**src/rtl/control_unit_if.sv**
```systemverilog
// control_unit_if
//   Bundles the control unit's datapath-facing signals.
//   Host/datapath side (master) drives:
//     Opcode[5:0]  instr[15:10] of the current instruction
//     z            registered zero flag
//     start        leave IDLE (level)
//     step_mode    1 = single-step, 0 = free run
//     step         single-step request (rising edge executes one instruction)
//   Control unit side (slave) drives:
//     pc_we, s_inc, s_inm, we3, wez, Op[2:0]   datapath controls (Mealy)
//     step_ack     one-cycle pulse after a stepped instruction
//     halted       HALT executed
//     illegal      sticky illegal-opcode flag
//     busy         state is RUN
//     instr_count  retired-instruction counter
//     state_dbg    current FSM state, for observation only
interface control_unit_if #(
    parameter int CNT_W = 16
);
    logic [5:0]       Opcode;
    logic             z;
    logic             start;
    logic             step_mode;
    logic             step;
    logic             pc_we;
    logic             s_inc;
    logic             s_inm;
    logic             we3;
    logic             wez;
    logic [2:0]       Op;
    logic             step_ack;
    logic             halted;
    logic             illegal;
    logic             busy;
    logic [CNT_W-1:0] instr_count;
    logic [1:0]       state_dbg;

    modport master (
        output Opcode, z, start, step_mode, step,
        input  pc_we, s_inc, s_inm, we3, wez, Op,
        input  step_ack, halted, illegal, busy, instr_count, state_dbg
    );

    modport slave (
        input  Opcode, z, start, step_mode, step,
        output pc_we, s_inc, s_inm, we3, wez, Op,
        output step_ack, halted, illegal, busy, instr_count, state_dbg
    );
endinterface

```
**src/rtl/control_unit.sv**
```systemverilog
// control_unit
//   Sequencing control unit for the 8-bit microcontroller datapath. Decodes
//   Opcode/z into datapath controls one instruction per cycle, with
//   run / halt / single-step sequencing, illegal-opcode detection and a
//   retired-instruction counter.
//   Ports:
//     clk    rising-edge clock
//     reset  asynchronous, active-low reset
//     bus    control_unit_if.slave (see interface header for signal list)
//
//   Step handshake: `step` is a request level; its rising edge (step high
//   this cycle, low the previous cycle) while in STEP_WAIT with step_mode=1
//   executes exactly one instruction in that same cycle, and `step_ack`
//   pulses high for exactly the following cycle. Holding `step` high does
//   not repeat; it must drop for at least one cycle to re-arm.
module control_unit #(
    parameter int CNT_W = 16
) (
    input  logic            clk,
    input  logic            reset,
    control_unit_if.slave   bus
);

    localparam logic [1:0] S_IDLE      = 2'd0;
    localparam logic [1:0] S_RUN       = 2'd1;
    localparam logic [1:0] S_STEP_WAIT = 2'd2;
    localparam logic [1:0] S_HALTED    = 2'd3;

    logic [1:0]       state;
    logic [1:0]       state_nxt;
    logic             step_q;
    logic             step_edge;
    logic             exec;
    logic             is_alu;
    logic             is_li;
    logic             is_halt;
    logic             is_illegal;
    logic             step_ack_r;
    logic             halted_r;
    logic             illegal_r;
    logic             busy_r;
    logic [CNT_W-1:0] count_r;

    logic             pc_we_c;
    logic             s_inc_c;
    logic             s_inm_c;
    logic             we3_c;
    logic             wez_c;
    logic [2:0]       op_c;

    assign step_edge = bus.step & ~step_q;

    // Leaving STEP_WAIT for RUN (step_mode dropped) takes priority over a
    // step edge in the same cycle, so that edge is discarded.
    assign exec = (state == S_RUN) ||
                  ((state == S_STEP_WAIT) && bus.step_mode && step_edge);

    assign is_alu     = bus.Opcode[5];
    assign is_li      = (bus.Opcode[5:2] == 4'b0100);
    assign is_halt    = (bus.Opcode == 6'b000100);
    // Legal non-ALU, non-LI opcodes are exactly 000000..000100.
    assign is_illegal = !is_alu && !is_li && (bus.Opcode > 6'd4);

    always_comb begin
        pc_we_c = 1'b0;
        s_inc_c = 1'b0;
        s_inm_c = 1'b0;
        we3_c   = 1'b0;
        wez_c   = 1'b0;
        op_c    = 3'b000;
        if (exec) begin
            if (is_alu) begin
                op_c    = bus.Opcode[4:2];
                we3_c   = 1'b1;
                wez_c   = 1'b1;
                pc_we_c = 1'b1;
            end else if (is_li) begin
                we3_c   = 1'b1;
                s_inm_c = 1'b1;
                pc_we_c = 1'b1;
            end else begin
                case (bus.Opcode)
                    6'b000001: begin s_inc_c = 1'b1;    pc_we_c = 1'b1; end
                    6'b000010: begin s_inc_c = bus.z;   pc_we_c = 1'b1; end
                    6'b000011: begin s_inc_c = ~bus.z;  pc_we_c = 1'b1; end
                    6'b000100: pc_we_c = 1'b0;  // HALT: PC frozen
                    default:   pc_we_c = 1'b1;  // NOP and illegal
                endcase
            end
        end
    end

    always_comb begin
        state_nxt = state;
        case (state)
            S_IDLE: begin
                if (bus.start) state_nxt = bus.step_mode ? S_STEP_WAIT : S_RUN;
            end
            S_RUN: begin
                if (is_halt)            state_nxt = S_HALTED;
                else if (bus.step_mode) state_nxt = S_STEP_WAIT;
            end
            S_STEP_WAIT: begin
                if (!bus.step_mode)       state_nxt = S_RUN;
                else if (exec && is_halt) state_nxt = S_HALTED;
            end
            default: state_nxt = S_HALTED;
        endcase
    end

    always_ff @(posedge clk or negedge reset) begin
        if (!reset) begin
            state      <= S_IDLE;
            step_q     <= 1'b0;
            step_ack_r <= 1'b0;
            halted_r   <= 1'b0;
            illegal_r  <= 1'b0;
            busy_r     <= 1'b0;
            count_r    <= '0;
        end else begin
            state      <= state_nxt;
            step_q     <= bus.step;
            step_ack_r <= exec && (state == S_STEP_WAIT);
            busy_r     <= (state_nxt == S_RUN);
            if (exec && is_halt)    halted_r  <= 1'b1;
            if (exec && is_illegal) illegal_r <= 1'b1;
            if (exec && !is_halt)   count_r   <= count_r + CNT_W'(1);
        end
    end

    assign bus.pc_we       = pc_we_c;
    assign bus.s_inc       = s_inc_c;
    assign bus.s_inm       = s_inm_c;
    assign bus.we3         = we3_c;
    assign bus.wez         = wez_c;
    assign bus.Op          = op_c;
    assign bus.step_ack    = step_ack_r;
    assign bus.halted      = halted_r;
    assign bus.illegal     = illegal_r;
    assign bus.busy        = busy_r;
    assign bus.instr_count = count_r;
    assign bus.state_dbg   = state;

endmodule
```
**src/flat_wrapper.sv**
```systemverilog
// flat-port wrapper written by rule: the top's interface ports become plain ports
module control_unit_flat 
#(
    parameter int CNT_W = 16
)
  (clk, reset, bus_Opcode, bus_z, bus_start, bus_step_mode, bus_step, bus_pc_we, bus_s_inc, bus_s_inm, bus_we3, bus_wez, bus_Op, bus_step_ack, bus_halted, bus_illegal, bus_busy, bus_instr_count, bus_state_dbg);
  control_unit_if #(.CNT_W(CNT_W)) bus_i ();
  input  logic clk;
  input  logic reset;
  input wire logic [$bits(bus_i.Opcode)-1:0] bus_Opcode;
  input wire logic [$bits(bus_i.z)-1:0] bus_z;
  input wire logic [$bits(bus_i.start)-1:0] bus_start;
  input wire logic [$bits(bus_i.step_mode)-1:0] bus_step_mode;
  input wire logic [$bits(bus_i.step)-1:0] bus_step;
  output wire logic [$bits(bus_i.pc_we)-1:0] bus_pc_we;
  output wire logic [$bits(bus_i.s_inc)-1:0] bus_s_inc;
  output wire logic [$bits(bus_i.s_inm)-1:0] bus_s_inm;
  output wire logic [$bits(bus_i.we3)-1:0] bus_we3;
  output wire logic [$bits(bus_i.wez)-1:0] bus_wez;
  output wire logic [$bits(bus_i.Op)-1:0] bus_Op;
  output wire logic [$bits(bus_i.step_ack)-1:0] bus_step_ack;
  output wire logic [$bits(bus_i.halted)-1:0] bus_halted;
  output wire logic [$bits(bus_i.illegal)-1:0] bus_illegal;
  output wire logic [$bits(bus_i.busy)-1:0] bus_busy;
  output wire logic [$bits(bus_i.instr_count)-1:0] bus_instr_count;
  output wire logic [$bits(bus_i.state_dbg)-1:0] bus_state_dbg;
  assign bus_i.Opcode = bus_Opcode;
  assign bus_i.z = bus_z;
  assign bus_i.start = bus_start;
  assign bus_i.step_mode = bus_step_mode;
  assign bus_i.step = bus_step;
  assign bus_pc_we = bus_i.pc_we;
  assign bus_s_inc = bus_i.s_inc;
  assign bus_s_inm = bus_i.s_inm;
  assign bus_we3 = bus_i.we3;
  assign bus_wez = bus_i.wez;
  assign bus_Op = bus_i.Op;
  assign bus_step_ack = bus_i.step_ack;
  assign bus_halted = bus_i.halted;
  assign bus_illegal = bus_i.illegal;
  assign bus_busy = bus_i.busy;
  assign bus_instr_count = bus_i.instr_count;
  assign bus_state_dbg = bus_i.state_dbg;
  control_unit #(.CNT_W(CNT_W)) u_core (.clk(clk), .reset(reset), .bus(bus_i));
endmodule
```
**config.mk**
```make
export PLATFORM = sky130hd
export DESIGN_NAME = control_unit_flat
export DESIGN_NICKNAME = d
export VERILOG_FILES = /design/src/rtl/control_unit_if.sv /design/src/rtl/control_unit.sv /design/src/flat_wrapper.sv
export SDC_FILE = /design/constraint.sdc
export NUM_CORES = 1
export LEC_CHECK = 0
export BUFFER_PORTS_ARGS = -buffer_cell sky130_fd_sc_hd__buf_2
export CAP_MARGIN = 20
export CELL_PAD_IN_SITES_DETAIL_PLACEMENT = 0
export CELL_PAD_IN_SITES_GLOBAL_PLACEMENT = 2
export CORE_AREA = 3 3 48 93
export DETAILED_ROUTE_END_ITERATION = 10
export DIE_AREA = 0 0 51 96
export HOLD_SLACK_MARGIN = 0.1
export PLACE_DENSITY_LB_ADDON = 0.1
export SLEW_MARGIN = 20
export SYNTH_ARGS = -nofsm -noshare
export SYNTH_HDL_FRONTEND = slang
export SYNTH_SLANG_ARGS = --single-unit
```
**constraint.sdc**
```tcl
create_clock -name clk -period 4.85 [get_ports clk]
set_input_delay 0.97 -clock clk [delete_from_list [all_inputs] [get_ports clk]]
set_output_delay 0.97 -clock clk [all_outputs]
set_load 0.01 [all_outputs]
```
==> flow_summary.toml <==
[clock_tree]
cts_tree = "yes"
cts_max_level = 1
cts_buffer_depth = 2
cts_made_buffers = 3
cts.clk_slew.worst_paths_ps = 80
holdBufCountCts = 0
clock_sinks = 23
worstSkewPairLatency_ps = 260
ctsResizeCount = 0
cts.repair_timing.setup_buffer_count = 0
root_buffer = "clkbuf_8"

[placement]
gp_congestion = 0.729
portBuffers = 41
hpwlAfterDp_mm = 2.07
post_dp_cell_area_sq_mm = 0.00142

[yosys]
netlist_area_sq_mm = 0.00116
yosysSeqAreaShare_pct = 49.6
synth_nets = 120
ys_seq_elements = 23
synth_top_area_share_pct = 49.6
yosysWarnings = 0
synth.largest_area_cell = "dfrtp_1"
synthCells = 107
postSynthAreaPerCell_sq_um = 10.8
yosys.cell_types.count = 30
yosys-top-cells-area = "dfrtp_1 (50%), xnor2_1 (12%), and3_1 (4.3%)"

[worst_setup_path]
r2r-end = "u_core.bus.instr_count[1]$_DFFE_PN0P_"
path_max_fanout = 10
cp.arrival_ps = 2260
timing.rr.start = "u_core.bus.state_dbg[1]$_DFF_PN0_"
r2r_cells = 4
reg2reg_slack_ps = 2980
crit_required_ps = 3880
start_kind = "primary input"
critical_path_class = "in -> out"
worst_setup_path_end_kind = "output pin"

[detailed_routing]
drc = 0
firstDrtPassIters = 4
drt-total-wl_mm = 2.72
via_count = 969
antenna_left = 0
via_per_inst = 4.82
drtIter0Drc = 13
wl_per_cell_um = 13.5

[finish]
final_nets = 164
drive_above_1_share_pct = 32.0
stdcell_area_sq_mm = 0.00147
final_cell_mix = "buf_2 (41), dfrtp_1 (23), xnor2_1 (16), nand3_1 (9), and3_1 (8)"
final_common_cell = "buf_2"
area_growth_syn_to_layout_pct = 26.3
antennaDiodeCount = 0
fillers = 429

[sta]
fmaxAchievable_mhz = 310
min_period_ps = 3230
whs_ps = 455
setup_viol = 0
tightestPinTransition_ps = 653
tns_ps = 0
period_share_pct = 66.5
maxSlewViolCount = 0
skew_ps = 1.83
rsz0062_at_grt = "false"
relSlewSlack_pct = 55.2
hold_viol = 0

[grt]
grt_overflow = 0
first_global_vias = 968
grt_pass1_wl_mm = 4.55
grt_antenna_before_repair = 0
grt_max_degree = 24
grtUsageTotal_pct = 12.1

[min_path]
worstHoldPathType = "reg -> reg"
hold_depth = 1
hp-start = "u_core.bus.halted$_DFFE_PN0P_"
hold-path-endpoint = "u_core.bus.halted$_DFFE_PN0P_"

[floorplanning]
placeableCoreArea_sq_mm = 0.00388
io_pins = 42
fp.dieH_um = 96
die_w_um = 51
die-area_sq_mm = 0.00490
floorplan.initialDensity_pct = 29.9
rows = 32

[power]
ir_drop_v = 0.000215
power.leakage_nw = 0.726
p_per_area_mw_per_mm2 = 431

[run]
drv_cap = 0

[outcome]
status = "finished, final reports clean"
[cell families (layout without fill, tap and decap cells)]
logic type / count (synthesis) / count (layout) / share of synthesized area, %
fa+ha+maj: 1 / 1 / 1.08
buf+inv: 6 / 49 / 2.37
flops: 23 / 23 / 49.6
compound gates: 11 / 11 / 8.09
xor+xnor: 16 / 16 / 12.1
mux: 2 / 2 / 1.83
simple gates: 48 / 48 / 24.9
[through the flow]
stage	util (%)	total power [mW]	instances	setup slack (ps)
finish	37.7	0.631	201	1620
global route	37.7	0.682	201	1330
CTS	37.7	0.642	201	1540
detailed placement	36.6	0.522	197	1550
global placement	36.6	0.518	197	1650
floorplan	-	0.427	107	1960
[routing by layer]
| metal | vias up | routed length, um | track usage (%) |
|---|---|---|---|
| li1 | 465 | - | - |
| met2 | 32 | 1400 | 21.0 |
| met3 | 2 | 154 | 1.86 |
| met4 | 0 | 29 | 5.39 |
| met1 | 470 | 1130 | 14.5 |
| met5 | - | 0 | 0 |
[Yosys cell counts]
library cell  count
nor3_1            2
nor2_1            6
and4b_1           1
nand2_2           1
and3_1            8
ha_1              1
dfrtp_1          23
nor4b_4           1
xnor2_1          16
a21oi_1           4
a21o_1            1
and2_1            2
inv_1             3
buf_4             1
a211oi_1          2
and4_1            2
mux2i_1           1
nand3_1           9
nand2_1           6
a2111oi_4         1
o22a_1            1
nand4_1           5
nand3b_1          1
o21a_1            1
nand2b_1          2
clkbuf_1          1
o31ai_1           1
mux2_1            1
nand4b_1          2
buf_2             1
[report_power, final]
part           switching, mW  internal, mW
logic                  0.126         0.103
registers             0.0505         0.232
clock network         0.0609        0.0586
total                  0.237         0.394
[sequential cells by signal, summed over array words and instances, names as in the netlist]
register                cells
u_core.bus.instr_count     16
u_core.bus.state_dbg        2
u_core.bus.busy             1
u_core.bus.halted           1
u_core.bus.illegal          1
u_core.bus.step_ack         1
u_core.step_q               1
[how the worst max path moves through the flow]
stage                        startpoint         to  slack [ps]  depth (start not counted)
after floorplan           bus_step_mode  bus_s_inc        1960                          5
after global placement    bus_step_mode  bus_pc_we        1650                          6
after detailed placement  bus_step_mode  bus_pc_we        1550                          6
after CTS                 bus_step_mode  bus_pc_we        1540                          6
after global routing      bus_step_mode  bus_s_inc        1330                          6
final                     bus_step_mode  bus_pc_we        1620                          6
[area by class of cell]
cell class / count / area [sq um] / share of cell area, %
Sequential cell: 23 / 576 / 39.3
Multi-Input combinational cell: 78 / 557 / 38.0
Timing Repair Buffer: 42 / 213 / 14.5
Tap cell: 51 / 63.8 / 4.36
Clock buffer: 4 / 45.0 / 3.07
Inverter: 3 / 11.3 / 0.769
[worst max-delay path, cell delays in order]
cell	delay, ps
buf_2	130
nand4b_1	130
mux2i_1	530
nand2_1	270
inv_1	90
buf_2	130
Note: power is estimated with default switching activity, not from simulation.
